$ cat config.mk
export PLATFORM = sky130hd
export DESIGN_NAME = imem_loader_flat
export DESIGN_NICKNAME = d
export VERILOG_FILES = /design/src/rtl/imem_loader_if.sv /design/src/rtl/imem_loader.sv /design/src/flat_wrapper.sv
export SDC_FILE = /design/constraint.sdc
export NUM_CORES = 1
export LEC_CHECK = 0
export BUFFER_PORTS_ARGS = -buffer_cell sky130_fd_sc_hd__buf_2
export CORE_ASPECT_RATIO = 0.8
export CORE_MARGIN = 5
export CORE_UTILIZATION = 40
export CTS_CLUSTER_DIAMETER = 200
export DETAILED_ROUTE_END_ITERATION = 10
export PLACE_DENSITY_LB_ADDON = 0.25
export SLEW_MARGIN = 20
export SYNTH_ARGS = -nofsm -noshare
export SYNTH_HDL_FRONTEND = slang
export SYNTH_SLANG_ARGS = --single-unit
$ cat constraint.sdc
create_clock -name clk -period 10.3 [get_ports clk]
set_clock_uncertainty 0.2 [all_clocks]
set_input_delay 2.06 -clock clk [delete_from_list [all_inputs] [get_ports clk]]
set_output_delay 2.06 -clock clk [all_outputs]
set_load 0.01 [all_outputs]
$ cat src/rtl/imem_loader_if.sv
// Byte-stream receive handshake and instruction-memory write port of the image loader.
interface imem_loader_if;
  logic [7:0]  rx_data;
  logic        rx_valid;
  logic        rx_ready;
  logic        imem_we;
  logic [31:0] imem_waddr;
  logic [31:0] imem_wdata;

  // master: the loader itself; slave: byte source plus memory side
  modport master (input rx_data, rx_valid, output rx_ready, imem_we, imem_waddr, imem_wdata);
  modport slave  (output rx_data, rx_valid, input rx_ready, imem_we, imem_waddr, imem_wdata);
endinterface

$ cat src/rtl/imem_loader.sv
// Boot loader: receives a length-prefixed, XOR-checksummed byte image and writes it
// word by word into instruction memory while holding the CPU in reset.
module imem_loader #(
  parameter logic [31:0] BASE_ADDR = 32'h0000_0000,
  parameter int          MAX_WORDS = 256
) (
  input  logic        clk,
  input  logic        reset,
  input  logic        start,
  imem_loader_if.master bus,
  output logic        cpu_hold,
  output logic        load_done,
  output logic        load_error,
  output logic [15:0] word_count
);

  typedef enum logic [2:0] {IDLE, LEN_LO, LEN_HI, DATA, WRITE, CHECK, DONE, ERROR} state_t;

  state_t      state, nxt;
  logic [15:0] len;
  logic [23:0] asm_q;
  logic [1:0]  bcnt;
  logic [7:0]  csum;
  logic        take;
  logic        restart;

  assign bus.rx_ready = (state == LEN_LO) || (state == LEN_HI) || (state == DATA) || (state == CHECK);
  assign bus.imem_we  = (state == WRITE);
  assign cpu_hold     = (state != DONE);
  assign load_done    = (state == DONE);
  assign load_error   = (state == ERROR);
  assign take         = bus.rx_valid && bus.rx_ready;
  assign restart      = start && ((state == IDLE) || (state == DONE) || (state == ERROR));

  always_ff @(posedge clk or posedge reset) begin
    if (reset) state <= IDLE;
    else       state <= nxt;
  end

  always_comb begin
    nxt = state;
    case (state)
      IDLE, DONE, ERROR: if (start) nxt = LEN_LO;
      LEN_LO: if (take) nxt = LEN_HI;
      LEN_HI: if (take) begin
        if ({bus.rx_data, len[7:0]} == 16'd0)                      nxt = CHECK;
        else if ({16'd0, bus.rx_data, len[7:0]} > 32'(MAX_WORDS)) nxt = ERROR;
        else                                                       nxt = DATA;
      end
      DATA:   if (take && bcnt == 2'd3) nxt = WRITE;
      // word_count still holds the index of the word being written here
      WRITE:  nxt = (word_count + 16'd1 == len) ? CHECK : DATA;
      CHECK:  if (take) nxt = (bus.rx_data == csum) ? DONE : ERROR;
      default: nxt = IDLE;
    endcase
  end

  always_ff @(posedge clk or posedge reset) begin
    if (reset) begin
      len            <= '0;
      asm_q          <= '0;
      bcnt           <= '0;
      csum           <= '0;
      word_count     <= '0;
      bus.imem_waddr <= '0;
      bus.imem_wdata <= '0;
    end else begin
      if (restart) begin
        len        <= '0;
        asm_q      <= '0;
        bcnt       <= '0;
        csum       <= '0;
        word_count <= '0;
      end
      case (state)
        LEN_LO: if (take) len[7:0]  <= bus.rx_data;
        LEN_HI: if (take) len[15:8] <= bus.rx_data;
        DATA: if (take) begin
          csum <= csum ^ bus.rx_data;
          bcnt <= bcnt + 2'd1;
          // address/data are registered here so they are stable for the whole WRITE cycle
          if (bcnt == 2'd3) begin
            bus.imem_wdata <= {bus.rx_data, asm_q};
            bus.imem_waddr <= BASE_ADDR + {14'd0, word_count, 2'b00};
          end else begin
            asm_q <= {bus.rx_data, asm_q[23:8]};
          end
        end
        WRITE: word_count <= word_count + 16'd1;
        default: ;
      endcase
    end
  end

endmodule

$ cat src/flat_wrapper.sv
// flat-port wrapper written by rule: the top's interface ports become plain ports
module imem_loader_flat 
#(
  parameter logic [31:0] BASE_ADDR = 32'h0000_0000,
  parameter int          MAX_WORDS = 256
)
  (clk, reset, start, cpu_hold, load_done, load_error, word_count, bus_rx_data, bus_rx_valid, bus_rx_ready, bus_imem_we, bus_imem_waddr, bus_imem_wdata);
  imem_loader_if bus_i ();
  input  logic clk;
  input  logic reset;
  input  logic start;
  output logic cpu_hold;
  output logic load_done;
  output logic load_error;
  output logic [15:0] word_count;
  input wire logic [$bits(bus_i.rx_data)-1:0] bus_rx_data;
  input wire logic [$bits(bus_i.rx_valid)-1:0] bus_rx_valid;
  output wire logic [$bits(bus_i.rx_ready)-1:0] bus_rx_ready;
  output wire logic [$bits(bus_i.imem_we)-1:0] bus_imem_we;
  output wire logic [$bits(bus_i.imem_waddr)-1:0] bus_imem_waddr;
  output wire logic [$bits(bus_i.imem_wdata)-1:0] bus_imem_wdata;
  assign bus_i.rx_data = bus_rx_data;
  assign bus_i.rx_valid = bus_rx_valid;
  assign bus_rx_ready = bus_i.rx_ready;
  assign bus_imem_we = bus_i.imem_we;
  assign bus_imem_waddr = bus_i.imem_waddr;
  assign bus_imem_wdata = bus_i.imem_wdata;
  imem_loader #(.BASE_ADDR(BASE_ADDR), .MAX_WORDS(MAX_WORDS)) u_core (.clk(clk), .reset(reset), .start(start), .bus(bus_i), .cpu_hold(cpu_hold), .load_done(load_done), .load_error(load_error), .word_count(word_count));
endmodule
==> reports/results.txt, run 1 <==
outcome - complete, no violations
Num CTS Buffers - 17
Core ar. - 0.0136 sq mm
final period utilization - 0.459
CTS tree - done
Required @ worst endpoint - 8.04 ns
Non-Filler Instances - 757
multi-input logic area - 0.00242 sq mm
Clock power frac - 0.317
Final Setup Violations - 0
hold crit path type - flop to flop
RePlAce Congestion - 0.871
clk sinks - 117
Ports - 97
Synth warnings - 0
Max Cap Viol - 0
Vias per Instance - 5.43
root buffer cell - clkbuf_16
first-pass GRT wire length - 21.7 mm
Worst Tran Pin Value - 1.03 ns
setup_tns - 0 ns
Layout fillers - 1268
sequential share of power - 0.404
Yosys top cell area share - 0.525
drt first-iter violations - 374
critical path endpoint category - output port
CTS clock-pin slew for the worst setup and hold paths - 0.06 ns
Logic pwr share - 0.279
count leader, synth - dfrtp_1
IO buf count - 80
R2R cell count - 5
Leak Pwr - 0.00337 uW
P per Cell Area - 272 mW/mm^2
Slew HR - 0.313
synthesized flop and latch total - 117
Async S/R FF share, synth - 1.00
Placed Cells - 725
RSZ-0062 raised after global routing - no
element type at the critical path start - flop
CP max stage cell - dfrtp_1
Power Internal - 1190 uW
Syn Inst Count - 492
# DRC - 0
initial antenna violation count - 0
fin crit period - 4.73 ns
Post-synth top cells - dfrtp_1 (117), mux2_2 (46), a22o_1 (43), o21ai_0 (39), nand2_1 (35)
cell accounting for the most synthesized area - dfrtp_1
DIE AREA - 0.0164 sq mm
WL/cell - 17.4 microns
Tot GR Track Use - 0.169
Psw - 614 uW
Die Height - 116 microns
GRT overflow - 0
CP Class - flop to output port
H-Tree Level Count - 4
Arr. time, crit path - 2.47 ns
buffer depth of the longest clock path - 2
EDFF count, synth - 0
FF/Latch Area - 0.00293 sq mm
number of global-route vias before repair - 3975
NumNets Final - 578
DRT Pass-1 Iters - 5
worst hold stages - 2
Rows - 38
library cells used by synthesis - 57
setup bufs post-CTS - 0
switching share of power - 0.341
DR vias - 4110
critical-path cell list - nor2_1 > nand2_1 > inv_1 > buf_2
share of cells above drive strength 1 - 0.303
Final Util - 0.487
worst skew pair latency - 0.42 ns
Post-Syn Area - 0.00558 sq mm
cts hold-fix bufs - 0
DP HPWL - 8.98 mm
leading post-synthesis cells by cell area - dfrtp_1 (52%), mux2_2 (9.3%), a22o_1 (6.8%), o21ai_0 (3.5%), buf_4 (2.6%)
Slew Viols, Final - 0
starting density of the core - 0.410
register area share after synthesis - 0.525
Post-DRT Antenna Nets - 0
largest net degree at the start of global routing - 65
ANT cells - 0
Die Wd - 142 microns
Hold Violations, Final - 0
Syn Area/Cell - 11.3 sq um
slowest stage delay, CP - 0.58 ns
VDD IR-drop max - 0.128 mV
fmax - 0.212 GHz
Worst Path Max Fanout - 21
area added between synthesis and finish - 18.7%
Synth Flop Type - dfrtp_1
Resized cells post-CTS - 0
routed wire length - 13.2 mm
## cell families (layout without fill, tap and decap cells)
logic type | count (synthesis) | after routing | share of synthesized area
adder cells (fa/ha/maj) | 2 | 2 | 0.00448
AND/OR/NAND/NOR | 124 | 124 | 0.126
buffers and inverters | 58 | 128 | 0.0536
XOR/XNOR | 23 | 23 | 0.0410
AO/OA/AOI/OAI | 118 | 118 | 0.151
multiplexers | 49 | 49 | 0.0982
other | 1 | 16 | 0.000672
flip-flops | 117 | 117 | 0.525
## power groups by stage
stage               clock (uW)  combinational [uW]  sequential [uW]
floorplan                    0                 356              718
global placement             0                 492              728
detailed placement           0                 507              737
CTS                        584                 510              728
global route               611                 559              750
finish                     572                 503              728
## per-layer routing
metal / track usage / share of wire / up-vias
li1: - / - / 1922
met1: 0.244 / 0.47 / 2060
met2: 0.240 / 0.45 / 118
met3: 0.0590 / 0.073 / 10
met4: 0.0518 / 0.0087 / 0
met5: 0 / 0 / -
## path summary, 6_finish.rpt
kind | start | end | slack, ns
min in group asynchronous | reset | u_core.bus.imem_waddr[13] | 1.55
max reg2reg | u_core.state[2] | u_core.asm_q[18] | 7.00
max | u_core.state[1] | bus_imem_we | 5.57
min | u_core.bus.imem_waddr[10] | u_core.bus.imem_waddr[10] | 0.29
max in group asynchronous | reset | u_core.csum[7] | 7.11
min reg2reg | u_core.bus.imem_waddr[10] | u_core.bus.imem_waddr[10] | 0.29
## layout by cell type, fill, tap and decap left out, types with 16 or more instances in the layout
cell type  instances
mux2_2            46
buf_2             80
nor2_1            19
nand2_1           34
dfrtp_1          117
a22o_1            43
o21ai_0           39
clkbuf_16         17
conb_1            16
## worst max-delay path, delay by kind of cell (launching register included)
family,cells,cell delay (ns)
AND/OR/NAND/NOR,2,0.74
buffers and inverters,2,0.72
flip-flops,1,0.58
## sequential cells by signal (all words and copies together), names as in the netlist
register,cells
u_core.state,3
u_core.bcnt,2
u_core.word_count,16
u_core.asm_q,24
u_core.csum,8
u_core.bus.imem_waddr,16
u_core.len,16
u_core.bus.imem_wdata,32
## per-stage QoR
stage / worst slack (ns) / instance area (sq um) / total power [uW] / hold slack [ns]
detailed placement: 5.46 / 6040 / 1240 / 0.273
floorplan: 4.94 / 5640 / 1070 / 0.256
global placement: 5.67 / 6040 / 1220 / 0.267
CTS: 5.61 / 6620 / 1820 / 0.292
global route: 5.35 / 6620 / 1920 / 0.304
finish: 5.57 / 6620 / 1800 / 0.285
## area by class of cell
class / instances / area share
Timing Repair Buffer: 83 / 0.0638
Clock inverter: 14 / 0.0212
Multi-Input combinational cell: 332 / 0.365
Tap cell: 180 / 0.0340
Clock buffer: 18 / 0.0663
Sequential cell: 117 / 0.442
Inverter: 13 / 0.00774
Power figures use the tool's default switching activity.
==> run 2: changes to the inputs <==
==> constraint.sdc (replaced) <==
create_clock -name clk -period 4.09 [get_ports clk]
set_clock_uncertainty 0.2 [all_clocks]
set_input_delay 0.818 -clock clk [delete_from_list [all_inputs] [get_ports clk]]
set_output_delay 0.818 -clock clk [all_outputs]
set_load 0.01 [all_outputs]
==> reports/results.txt, run 2 (same netlist as run 1, synthesis figures left out) <==
Leak Pwr - 0.00339 uW
Final Cell Area - 0.00668 sq mm
Rows - 38
dpl cell area - 0.00609 sq mm
pre-CTS WS - 0.982 ns
DRT Pass-1 Iters - 5
ANT cells - 0
worst hold stages - 2
largest registers - u_core.bus.imem_wdata x32, u_core.asm_q x24
CTS tree - done
worst skew pair latency - 0.41 ns
number of global-route vias before repair - 3977
Setup WS post-layout - 1.17 ns
H-Tree Level Count - 4
Num CTS Buffers - 17
NumNets Final - 582
area added between synthesis and finish - 19.7%
critical path endpoint category - flop
initial antenna violation count - 1
setup_tns - 0 ns
cts hold-fix bufs - 0
Required @ worst endpoint - 4.24 ns
commonest non-fill, non-tap cells in the layout - dfrtp_1 (117), buf_2 (80), mux2_2 (46), a22o_1 (43), o21ai_0 (39)
VDD IR-drop max - 0.327 mV
critical-path cell list - ha_1 > nand3_1 > nor3_1 > mux2i_1 > o221ai_1 > nor4_2 > o22a_1
element type at the critical path start - flop
Max Cap Viol - 0
final period utilization - 0.714
IO buf count - 80
DP HPWL - 9.06 mm
setup bufs post-CTS - 0
Tot GR Track Use - 0.169
Ports - 97
Core ar. - 0.0136 sq mm
Resized cells post-CTS - 0
first-pass GRT wire length - 21.8 mm
# DRC - 0
share of cells above drive strength 1 - 0.306
outcome - complete, no violations
fin crit period - 2.92 ns
buffer depth of the longest clock path - 2
Worst Tran Pin Value - 0.968 ns
Die Height - 116 microns
P per Cell Area - 686 mW/mm^2
RePlAce Congestion - 0.798
CP max stage cell - nor3_1
DIE AREA - 0.0164 sq mm
Vias per Instance - 5.39
Post-DRT Antenna Nets - 0
CTS clock-pin slew for the worst setup and hold paths - 0.06 ns
drt first-iter violations - 361
routed wire length - 13.2 mm
FF/Latch Area - 0.00293 sq mm
starting density of the core - 0.410
hold crit path type - flop to flop
multi-input logic area - 0.00242 sq mm
Slew Viols, Final - 0
WL/cell - 17.3 microns
Final Setup Violations - 0
CP Class - flop to flop
R2R cell count - 7
Top reg by flops - u_core.bus.imem_wdata
largest net degree at the start of global routing - 81
Final Util - 0.491
DR vias - 4100
Arr. time, crit path - 3.07 ns
Worst Path Max Fanout - 9
Slew HR - 0.355
RSZ-0062 raised after global routing - no
fmax - 0.342 GHz
Hold Violations, Final - 0
commonest non-fill, non-tap cell in the layout - dfrtp_1
Layout fillers - 1268
clk sinks - 117
slowest stage delay, CP - 0.57 ns
GRT overflow - 0
Largest register FFs - 32
root buffer cell - clkbuf_16
Die Wd - 142 microns
run 2: report_power, final:
| group | switching, uW | internal [uW] |
|---|---|---|
| clock network | 551 | 919 |
| logic | 657 | 618 |
| registers | 317 | 1520 |
| total | 1530 | 3060 |
run 2: worst paths after layout:
path | startpoint | endpoint | slack [ns]
hold reg to reg | u_core.bus.imem_waddr[10] | u_core.bus.imem_waddr[10] | 0.28
setup reg to reg | u_core.word_count[0] | u_core.state[2] | 1.17
setup / recovery | u_core.word_count[0] | u_core.state[2] | 1.17
hold / removal | u_core.bus.imem_waddr[10] | u_core.bus.imem_waddr[10] | 0.28
min in group asynchronous | reset | u_core.bus.imem_wdata[24] | 0.38
max in group asynchronous | reset | u_core.bus.imem_waddr[14] | 2.44
run 2: stage by stage:
step                      hold WS (ns)  total power [uW]  cells
after CTS                        0.285              4630    761
after global placement           0.264              3090    729
after detailed placement         0.270              3140    729
after global routing             0.303              4880    761
after floorplan                  0.256              2710    507
final                            0.284              4580    761
run 2: worst max-delay path, delay by kind of cell (launching register included):
| kind | cells | cell delay (ns) |
|---|---|---|
| muxes | 1 | 0.24 |
| AOI/OAI and AO/OA | 2 | 0.36 |
| adders and majority gates | 1 | 0.30 |
| and+or+nand+nor | 3 | 1.24 |
| DFF | 1 | 0.52 |
run 2: layer usage:
| metal | vias up | global-route usage | wire length (microns) |
|---|---|---|---|
| li1 | 1920 | - | - |
| met1 | 2033 | 0.248 | 6420 |
| met2 | 127 | 0.238 | 5760 |
| met3 | 18 | 0.0561 | 814 |
| met4 | 2 | 0.0512 | 153 |
| met5 | - | 0 | 7 |
run 2: area by class of cell:
| cell class | count | share of cell area |
|---|---|---|
| clock buffer | 19 | 0.0663 |
| clock inverter | 13 | 0.0221 |
| inverter | 13 | 0.00787 |
| multi-input combinational | 332 | 0.362 |
| sequential | 117 | 0.438 |
| tap | 180 | 0.0337 |
| timing repair buffer | 87 | 0.0697 |
==> run 3: changes to the inputs <==
==> constraint.sdc (replaced) <==
create_clock -name clk -period 2.8 [get_ports clk]
set_clock_uncertainty 0.2 [all_clocks]
set_input_delay 0.56 -clock clk [delete_from_list [all_inputs] [get_ports clk]]
set_output_delay 0.56 -clock clk [all_outputs]
set_load 0.01 [all_outputs]
==> reports/results.txt, run 3 (same netlist as run 1, synthesis figures left out) <==
outcome - complete, no violations
hold_sp - u_core.bcnt[0]
RePlAce Congestion - 0.844
Slew Viols, Final - 0
multi-input logic area - 0.00242 sq mm
dpl cell area - 0.00617 sq mm
Vias per Instance - 5.38
Worst Tran Pin Value - 1.04 ns
buffer depth of the longest clock path - 2
largest net degree at the start of global routing - 69
starting density of the core - 0.410
CP Launch Point - u_core.word_count[0]
area added between synthesis and finish - 20.4%
critical path endpoint category - flop
Max Cap Viol - 0
DR vias - 4145
number of global-route vias before repair - 4146
drt first-iter violations - 271
commonest non-fill, non-tap cell in the layout - dfrtp_1
critical-path cell list - ha_1 > nand3_1 > nor4_2 > xnor2_1 > nand3_1 > nor4_2 > o211ai_1
R2R cell count - 7
P per Cell Area - 972 mW/mm^2
clk sinks - 117
worst skew pair latency - 0.41 ns
WL/cell - 17.5 microns
Arr. time, crit path - 2.65 ns
Final Cell Area - 0.00672 sq mm
CP Class - flop to flop
NumNets Final - 592
DP HPWL - 9.48 mm
CTS clock-pin slew for the worst setup and hold paths - 0.06 ns
setup bufs post-CTS - 0
Tot GR Track Use - 0.172
r2r endpoint - u_core.state[1]
largest registers - u_core.bus.imem_wdata x32, u_core.asm_q x24
fin crit period - 2.56 ns
CP max stage cell - dfrtp_1
Final Setup Violations - 0
setup_tns - 0 ns
DRT Pass-1 Iters - 4
CP endpoint - u_core.state[1]
Post-DRT Antenna Nets - 0
Slew HR - 0.308
Core ar. - 0.0136 sq mm
CTS tree - done
flop-to-flop setup slack - 0.24 ns
share of cells above drive strength 1 - 0.319
Num CTS Buffers - 17
Die Height - 116 microns
element type at the critical path start - flop
slowest stage delay, CP - 0.49 ns
IO buf count - 80
Hold Violations, Final - 0
Largest register FFs - 32
VDD IR-drop max - 0.594 mV
final period utilization - 0.915
Rows - 38
GRT overflow - 0
Required @ worst endpoint - 2.88 ns
commonest non-fill, non-tap cells in the layout - dfrtp_1 (117), buf_2 (80), mux2_2 (46), a22o_1 (43), o21ai_0 (39)
hold crit path type - flop to flop
Ports - 97
# DRC - 0
H-Tree Level Count - 4
first-pass GRT wire length - 22.2 mm
FF/Latch Area - 0.00293 sq mm
Layout fillers - 1271
routed wire length - 13.5 mm
fmax - 0.390 GHz
Die Wd - 142 microns
RSZ-0062 raised after global routing - no
DIE AREA - 0.0164 sq mm
Leak Pwr - 0.00341 uW
initial antenna violation count - 1
root buffer cell - clkbuf_16
Worst Path Max Fanout - 9
Top reg by flops - u_core.bus.imem_wdata
reg-to-reg startpoint - u_core.word_count[0]
-- run 3: critical path: cells and delay by family, from the launching register on --
kind | cells | cell delay (ns)
AO/OA/AOI/OAI | 1 | 0.11
XOR/XNOR | 1 | 0.17
adder cells (fa/ha/maj) | 1 | 0.28
flip-flops | 1 | 0.49
AND/OR/NAND/NOR | 4 | 1.18
-- run 3: power by group --
group	switching (uW)	internal, uW
clock network	795	1130
logic	1040	938
registers	409	2220
-- run 3: stage by stage --
step / instances / setup slack (ns) / utilization / hold WS (ns) / power (uW)
6_report: 771 / 0.237 / 0.494 / 0.290 / 6530
5_1_grt: 771 / 0.0364 / 0.494 / 0.309 / 6970
4_1_cts: 770 / 0.171 / 0.493 / 0.294 / 6610
3_5_place_dp: 738 / 0.182 / 0.454 / 0.282 / 4650
3_3_place_gp: 738 / 0.308 / 0.454 / 0.265 / 4570
2_1_floorplan: 507 / 0.413 / - / 0.256 / 3950
-- run 3: cell type report --
class,instances,area share
flip-flops and latches,117,0.436
multi-input cells,332,0.361
repair buffers,97,0.0827
clock buffers,17,0.0633
well taps,180,0.0335
clock inverters,14,0.0156
inverters,13,0.00782
diodes,1,0.000373
-- run 3: repair_timing --
item / 4_1_cts / 5_1_grt
hold buffers: 1 / 0
hold endpoints to repair: 4 / 0
endpoints found under the setup margin: 0 / 1
resized for setup: 0 / 1
-- run 3: worst min-delay path by stage --
| stage | to | cells after the start |
|---|---|---|
| 3_5_place_dp | u_core.csum[4] | 1 |
| 5_1_grt | u_core.bcnt[0] | 1 |
| 2_1_floorplan | u_core.csum[2] | 1 |
| 3_3_place_gp | u_core.bus.imem_waddr[10] | 2 |
| 4_1_cts | u_core.csum[4] | 1 |
| 6_report | u_core.bcnt[0] | 1 |
-- run 3: routing by layer --
layer | vias up | part of all wire | track usage
met4 | 0 | 0.013 | 0.0512
met2 | 110 | 0.45 | 0.255
met3 | 19 | 0.050 | 0.0479
met5 | - | 0 | 0
met1 | 2081 | 0.49 | 0.247
li1 | 1935 | - | -
